File: src/rtl/timer_ctrl.sv
// Countdown-timer control FSM: consumes one-cycle button pulses, holds an MM:SS
// preset and a BCD running count, and drives registered digits to the display.
module timer_ctrl #(
  parameter int TICKS_PER_SEC = 100_000_000
) (
  input  logic       clk,
  input  logic       rst_n,
  input  logic       start_stop,
  input  logic       pause_resume,
  input  logic       set_min,
  input  logic       set_sec,
  output logic [3:0] min_tens,
  output logic [3:0] min_ones,
  output logic [3:0] sec_tens,
  output logic [3:0] sec_ones,
  output logic [1:0] state,
  output logic       done
);

  localparam int PW = (TICKS_PER_SEC > 1) ? $clog2(TICKS_PER_SEC) : 1;
  localparam logic [PW-1:0] LAST_TICK = PW'(TICKS_PER_SEC - 1);

  localparam logic [1:0] ST_SET   = 2'd0;
  localparam logic [1:0] ST_RUN   = 2'd1;
  localparam logic [1:0] ST_PAUSE = 2'd2;
  localparam logic [1:0] ST_DONE  = 2'd3;

  // Times are packed {min_tens, min_ones, sec_tens, sec_ones}.
  logic [15:0]   preset, preset_n;
  logic [15:0]   count, count_n;
  logic [PW-1:0] presc, presc_n;
  logic [1:0]    state_n;
  logic [15:0]   disp_n;
  logic [15:0]   dec;
  logic          tick;

  // Two-digit BCD increment, 59 wraps to 00.
  function automatic logic [7:0] bcd_inc(input logic [7:0] v);
    logic [7:0] r;
    if (v[3:0] == 4'd9) begin
      r[3:0] = 4'd0;
      r[7:4] = (v[7:4] == 4'd5) ? 4'd0 : v[7:4] + 4'd1;
    end else begin
      r = {v[7:4], v[3:0] + 4'd1};
    end
    return r;
  endfunction

  // One-second BCD decrement with borrows; floors at 00:00.
  function automatic logic [15:0] bcd_dec(input logic [15:0] t);
    logic [15:0] r;
    r = t;
    if (t[3:0] != 4'd0) begin
      r[3:0] = t[3:0] - 4'd1;
    end else if (t[7:4] != 4'd0) begin
      r[7:4] = t[7:4] - 4'd1;
      r[3:0] = 4'd9;
    end else if (t[15:8] != 8'h00) begin
      r[7:0] = 8'h59;
      if (t[11:8] != 4'd0) begin
        r[11:8] = t[11:8] - 4'd1;
      end else begin
        r[15:12] = t[15:12] - 4'd1;
        r[11:8]  = 4'd9;
      end
    end else begin
      r = 16'h0000;
    end
    return r;
  endfunction

  always_comb begin
    state_n  = state;
    preset_n = preset;
    count_n  = count;
    presc_n  = presc;
    dec      = bcd_dec(count);
    tick     = (presc == LAST_TICK);

    case (state)
      ST_SET: begin
        // A start with a non-zero preset swallows any coincident set_* pulse.
        if (start_stop && preset != 16'h0000) begin
          count_n = preset;
          presc_n = '0;
          state_n = ST_RUN;
        end else begin
          if (set_min) preset_n[15:8] = bcd_inc(preset[15:8]);
          if (set_sec) preset_n[7:0]  = bcd_inc(preset[7:0]);
        end
      end
      ST_RUN: begin
        if (start_stop) begin
          state_n = ST_SET;
          count_n = 16'h0000;
          presc_n = '0;
        end else begin
          presc_n = tick ? '0 : presc + PW'(1);
          if (tick) count_n = dec;
          // Reaching zero outranks a coincident pause.
          if (tick && dec == 16'h0000) state_n = ST_DONE;
          else if (pause_resume)       state_n = ST_PAUSE;
        end
      end
      ST_PAUSE: begin
        if (start_stop) begin
          state_n = ST_SET;
          count_n = 16'h0000;
          presc_n = '0;
        end else if (pause_resume) begin
          state_n = ST_RUN;
        end
      end
      ST_DONE: begin
        if (start_stop) begin
          state_n = ST_SET;
          count_n = 16'h0000;
          presc_n = '0;
        end
      end
      default: state_n = ST_SET;
    endcase

    case (state_n)
      ST_SET:            disp_n = preset_n;
      ST_RUN, ST_PAUSE:  disp_n = count_n;
      default:           disp_n = 16'h0000;
    endcase
  end

  always_ff @(posedge clk or negedge rst_n) begin
    if (!rst_n) begin
      state    <= ST_SET;
      preset   <= 16'h0000;
      count    <= 16'h0000;
      presc    <= '0;
      min_tens <= 4'd0;
      min_ones <= 4'd0;
      sec_tens <= 4'd0;
      sec_ones <= 4'd0;
      done     <= 1'b0;
    end else begin
      state    <= state_n;
      preset   <= preset_n;
      count    <= count_n;
      presc    <= presc_n;
      min_tens <= disp_n[15:12];
      min_ones <= disp_n[11:8];
      sec_tens <= disp_n[7:4];
      sec_ones <= disp_n[3:0];
      done     <= (state_n == ST_DONE);
    end
  end

endmodule

File: config.mk
export PLATFORM = sky130hd
export DESIGN_NAME = timer_ctrl
export DESIGN_NICKNAME = d
export VERILOG_FILES = /design/src/rtl/timer_ctrl.sv
export SDC_FILE = /design/constraint.sdc
export NUM_CORES = 1
export LEC_CHECK = 0
export ABC_CLOCK_PERIOD_IN_PS = 3400
export CAP_MARGIN = 10
export CORE_UTILIZATION = 50
export CTS_BUF_LIST = sky130_fd_sc_hd__clkbuf_16
export DETAILED_ROUTE_END_ITERATION = 10
export PLACE_DENSITY_LB_ADDON = 0.1
export SYNTH_ARGS = -nofsm -noshare
export SYNTH_HDL_FRONTEND = slang
export SYNTH_SLANG_ARGS = --single-unit
File: constraint.sdc
create_clock -name clk -period 3.4 [get_ports clk]
set_input_delay 1.02 -clock clk [delete_from_list [all_inputs] [get_ports clk]]
set_output_delay 1.02 -clock clk [all_outputs]
set_load 0.05 [all_outputs]
==> results of run 1 <==
-- repair_timing --
item,4_1_cts,5_1_grt
hold endpoints to repair,0,0
hold buffers,0,0
endpoints found under the setup margin,0,1
buffers inserted,0,0
gates resized for setup,0,1
-- report_power, final --
group	internal, uW	switching [uW]
Sequential	1120	257
Combinational	595	854
Clock	782	361
-- how the worst max path moves through the flow --
stage                     startpoint  cells after the start  slack [ps]           to
after floorplan             count[8]                     13          20  sec_tens[3]
after global placement    start_stop                     11          -4  min_ones[3]
after detailed placement  start_stop                     11        -110  min_ones[3]
after CTS                 start_stop                     11         220  min_ones[3]
after global routing        count[8]                     13           7  min_ones[3]
final                     start_stop                     11         190  min_ones[3]
-- flip-flops by register name, indices dropped and copies added, names as in the netlist --
| signal | cells |
|---|---|
| count | 16 |
| done | 1 |
| min_ones | 4 |
| min_tens | 4 |
| presc | 27 |
| preset | 16 |
| sec_ones | 4 |
| sec_tens | 4 |
| state | 2 |
-- cell usage in the layout (no fill, tap or decap), drive strengths merged, types with 10 or more instances in the layout --
cell and count:
dfrtp 78, nand4 10, o21ai 31, mux2i 10, nand3 17, nor4 15, inv 18, nor3 12
o31ai 10, xnor2 22, a22o 22, clkdlybuf4s50 23, nor2 45, buf 29, nand2 38
-- final cells by class --
cell class | instances | area (sq um) | share of cell area (%)
inverter | 16 | 60.1 | 1.15
timing repair buffer | 52 | 460 | 8.84
tap | 105 | 131 | 2.52
clock buffer | 9 | 225 | 4.33
multi-input combinational | 345 | 2250 | 43.2
sequential | 78 | 1950 | 37.5
clock inverter | 6 | 128 | 2.45
-- routing by layer --
metal | vias up | track usage [%] | wire (um)
met5 | - | 0 | 0
met4 | 0 | 11.7 | 189
met3 | 21 | 4.15 | 594
met2 | 141 | 39.3 | 4890
met1 | 1814 | 38.4 | 5240
li1 | 1776 | - | -
-- worst register-to-register path, delay by kind of cell, from the launching register on --
kind,cells,cell delay [ps]
simple gates,6,1170
fa+ha+maj,2,510
buf+inv,3,450
flops,1,410
mux,1,290
compound gates,1,240
-- cells by family after synthesis --
kind of cell | synth area share, %
muxes | 4.13
adders and majority gates | 2.02
DFF | 45.1
xor gates and xnor gates | 4.45
AOI/OAI and AO/OA | 18.7
and+or+nand+nor | 22.5
buffers and inverters | 3.06
-- metrics by stage --
stage	cells	hold WS, ps	power (uW)	util (%)	setup slack [ps]
floorplan	457	467	2300	-	17.7
global placement	596	507	2800	58.5	-4.39
detailed placement	596	508	2810	58.5	-113
CTS	611	516	3980	62.7	222
global route	611	531	4170	62.7	6.81
finish	611	532	3970	62.7	192
==> flow_summary.toml, run 1 <==
[hold_path]
worstHoldEndpoint = "presc[7]"
min_from = "presc[7]"
whs_path_depth = 1
hold_class = "flip-flop to flip-flop"

[grt]
grt.total_usage_pct = 26.6
antenna_found_initial = 0
grt_first_pass_wirelength_um = 18100
overflow = 0
grt_max_degree = 79
grt_pass1_vias = 3558

[route]
via_count = 3752
dr.pass1.iters = 4
antenna_left = 0
drt_first_iter_violations = 225
wl_um = 10900
drc = 0
vias_per_cell = 6.14
wire_per_inst_um = 17.9

[yosys]
synth_cell_types = 59
synthCells = 457
async_flop_share_pct = 100
synth_common_cells = "78 x dfrtp_1, 45 x nor2_1, 37 x nand2_1"
synth_top_flop_cell = "dfrtp_1"
synth_top_area_cell = "dfrtp_1"
syn_area_per_cell_sq_um = 9.48
synth_most_common_cell = "dfrtp_1"
yosysTopAreaCellShare_pct = 45.1
synth_seq_cells = 78
ys_warn_count = 0
syn-num-nets = 470
synth_edf_count = 0
ys_seq_area_share_pct = 45.1
ys_top_cells_by_area = "dfrtp_1 45%, xnor2_1 4.4%, a22o_1 4.2%, nor2_1 3.9%, o21ai_0 3.5%"
synth_area_sq_mm = 0.00433

[floorplanning]
die_area_sq_mm = 0.00904
io_pins = 25
core-area_sq_mm = 0.00830
rows = 33
fp.dieH_um = 95.1
die_width_um = 95.1
start_util_pct = 52.2

[pwr]
ir_drop_mv = 0.446
p_per_area_mw_per_mm2 = 762
p_leak_uw = 0.00220

[sta]
timing.final.max_slew_violations = 0
fmax_mhz = 312
finalSetupViolCount = 0
tns_ps = 0
max_slew_margin_pct = 35.5
min_period_ps = 3210
fin_crit_sh_pct = 94.3
hold_violations = 0
worst_pin_slew_ps = 967
skew_ps = 8.06
rsz0062_at_grt = "no"

[worst_setup_path]
r2r_start = "count[9]"
cp_slowest_stage_delay_ps = 470
critPathBufInv = 2
crit_path_cell_trace = "clkdlybuf4s50_1, nand2b_1, nor4_1, nand3_1, nor3_1, nand4_1, and2_1, ha_1, nor2b_2, buf_12, a22o_1"
r2r_end = "min_ones[3]"
worst_ep_arrival_time_ps = 3420
r2r_cells = 13
setup.worst_path.class = "primary input to flip-flop"
slowest_stage = "clkdlybuf4s50_1"
r2r_slack_ps = 210
cp-end-kind = "flip-flop"
worstSetupStartpointType = "primary input"
cp_top_family = "simple AND/OR/NAND/NOR gates"
path_max_fanout = 15
required_ps = 3620

[place]
placed_cell_area_sq_mm = 0.00485
place.gp.congestion = 1.00
hpwl_um = 7550
port-buffer-count = 24

[clock_tree]
clkLatencyLatePin_ps = 330
cts_buffer_depth = 2
numCtsBuffers = 9
clkTransAtPathRegs_ps = 60
cts_tree = "yes"
cts_sinks = 78
ctsRootBufferMaster = "clkbuf_16"
h-tree-depth = 3

[layout]
syn_to_final_growth_pct = 20.2
layout-drive-gt1-share_pct = 12.5
num-nets-final = 515
final_area_sq_mm = 0.00521
antennaDiodeCount = 0
num-fill-cells = 672

[job]
drv_cap = 0

[status]
status = "finished clean"
No activity file was read; power rests on OpenSTA's default activity.
==> run 2: changes to the inputs <==
Settings changed: ABC_CLOCK_PERIOD_IN_PS 3400 to 3900.
Clock period 3.4 ns to 3.9 ns, I/O delays scaled along.
==> run 2 against run 1 <==
  * Clock skew fell by 1.5 ps
  * Global-route usage barely moved
  * Hold slack got worse by 3.6 ps
  * Register-to-register slack improved by 450 ps
  * Sequential cell count did not move
  * First-iteration DRC count fell by 4.4%
  * Power fell by 18%
  * Worst setup slack improved by 340 ps
  * Die area did not move
  * Critical path depth rose by 1
==> flow_summary.toml, run 2 (same netlist as run 1, synthesis figures left out) <==
[floorplanning]
fp.dieH_um = 95.1
start_util_pct = 52.2
core-area_sq_mm = 0.00830
rows = 33
die_area_sq_mm = 0.00904
die_width_um = 95.1
io_pins = 25

[worst_setup_path]
setup.worst_path.class = "primary input to flip-flop"
worst_ep_arrival_time_ps = 3620
worstSetupStartpointType = "primary input"
slowest_stage = "clkdlybuf4s50_1"
crit_path_cell_trace = "clkdlybuf4s50_1, nand2b_1, nor4_1, nand3_1, nor3_1, nand4_1, and2_1, ha_1, nor2b_1, buf_12, nand3_1, o211ai_1"
required_ps = 4150
r2r_slack_ps = 660
cp_top_family = "simple AND/OR/NAND/NOR gates"
cp_slowest_stage_delay_ps = 470
crit_path_frequent_cell = "nand3_1"
path_max_fanout = 15
critPathBufInv = 2
cp-end-kind = "flip-flop"

[pwr]
p_per_area_mw_per_mm2 = 649
internal_power_uw = 1960
p_leak_uw = 0.00209
clockPowerShare_pct = 25.3
ir_drop_mv = 0.467
p_comb_share_pct = 37.7
p_sw_uw = 1300
pwr-share-seq_pct = 37.0
switching_share_pct = 39.9

[sta]
holdWs_ps = 529
tns_ps = 0
hold_violations = 0
worst_pin_slew_ps = 962
rsz0062_at_grt = "no"
finalSetupViolCount = 0
setup_ws_ps = 534
timing.final.max_slew_violations = 0
fmax_mhz = 297
max_slew_margin_pct = 35.8
skew_ps = 6.59
fin_crit_sh_pct = 86.3
min_period_ps = 3370

[layout]
num-nets-final = 499
final_area_sq_mm = 0.00502
layout-drive-gt1-share_pct = 9.57
final_cell_mix = "78 x dfrtp_1, 45 x nor2_1, 37 x nand2_1, 30 x o21ai_0, 23 x clkdlybuf4s50_1"
antennaDiodeCount = 0
multiInputGateArea_sq_mm = 0.00225
regMostFlops = "presc"
syn_to_final_growth_pct = 15.9
seq_area_sq_mm = 0.00195
top_regs = "presc (27), count (16), preset (16)"
num-fill-cells = 715
mostFrequentLayoutCell = "dfrtp_1"
final_util_pct = 60.5
largest_reg_flops = 27

[grt]
grt_max_degree = 79
grt_first_pass_wirelength_um = 18100
antenna_found_initial = 0
overflow = 0
grt.total_usage_pct = 26.6
grt_pass1_vias = 3561

[clock_tree]
h-tree-depth = 3
numCtsBuffers = 9
cts_buffer_depth = 2
clkTransAtPathRegs_ps = 60
clkLatencyLatePin_ps = 340
cts_resized = 0
ctsRootBufferMaster = "clkbuf_16"
hold_buffers = 0
cts_tree = "yes"
cts_setup_buffers = 0
cts_sinks = 78

[route]
drt_first_iter_violations = 215
antenna_left = 0
vias_per_cell = 6.23
via_count = 3712
drc = 0
dr.pass1.iters = 4
wl_um = 11000
wire_per_inst_um = 18.4

[job]
drv_cap = 0

[place]
hpwl_um = 7500
place.gp.congestion = 0.934
port-buffer-count = 24
pre_cts_ws_ps = 208
placed_cell_area_sq_mm = 0.00473

[hold_path]
hold_class = "flip-flop to flip-flop"

[status]
status = "finished clean"
-- run 2: cell types whose count changed in the layout (fill, tap and decap cells not counted) --
cell        before  now
buf_4           28   12
bufinv_16        4    1
clkinv_1         0    1
clkinv_2         0    1
clkinv_4         0    1
clkinvlp_4       0    2
inv_1           18   17
nor2b_1          5    6
nor2b_2          1    0
-- run 2: power groups by stage --
stage / clock network (uW) / registers, uW / logic (uW)
after global placement: 0 / 1210 / 1200
after global routing: 869 / 1230 / 1330
final: 825 / 1210 / 1230
after CTS: 839 / 1200 / 1220
after floorplan: 0 / 1330 / 673
after detailed placement: 0 / 1210 / 1210
-- run 2: area by class of cell --
class | count | share of cell area (%)
Multi-Input combinational cell | 345 | 44.7
Sequential cell | 78 | 38.9
Timing Repair Buffer | 36 | 6.78
Clock buffer | 9 | 4.48
Tap cell | 105 | 2.62
Clock inverter | 7 | 1.32
Inverter | 16 | 1.20
-- run 2: layer usage --
| layer | GRT usage [%] | vias up | share of wire [%] |
|---|---|---|---|
| li1 | - | 1749 | - |
| met3 | 4.55 | 23 | 5.4 |
| met2 | 40.9 | 119 | 45 |
| met1 | 37.2 | 1821 | 47 |
| met4 | 10.9 | 0 | 2.1 |
| met5 | 0 | - | 0 |
-- run 2: worst paths after layout --
| check | cells past startpoint | from | end |
|---|---|---|---|
| min in group asynchronous | 1 | rst_n | presc[0] |
| min reg2reg | 1 | presc[7] | presc[7] |
| min | 1 | presc[7] | presc[7] |
| max | 12 | start_stop | sec_tens[3] |
| max reg2reg | 11 | count[0] | sec_tens[3] |
| max in group asynchronous | 1 | rst_n | preset[7] |
-- run 2: stage by stage --
step / std cells / total power, uW
after detailed placement: 580 / 2420
final: 596 / 3260
after global placement: 580 / 2410
after floorplan: 457 / 2010
after global routing: 596 / 3430
after CTS: 596 / 3260
-- run 2: worst reg2reg max path, cell delays in order, from the launching register on --
cell and delay [ps]:
dfrtp_1 510, or4_1 700, o21ai_0 330, nand3_1 130, nor3_1 170, nand4_1 210, and2_1 220, ha_1 280
nor2b_1 220, buf_12 190, nand3_1 90, o211ai_1 110
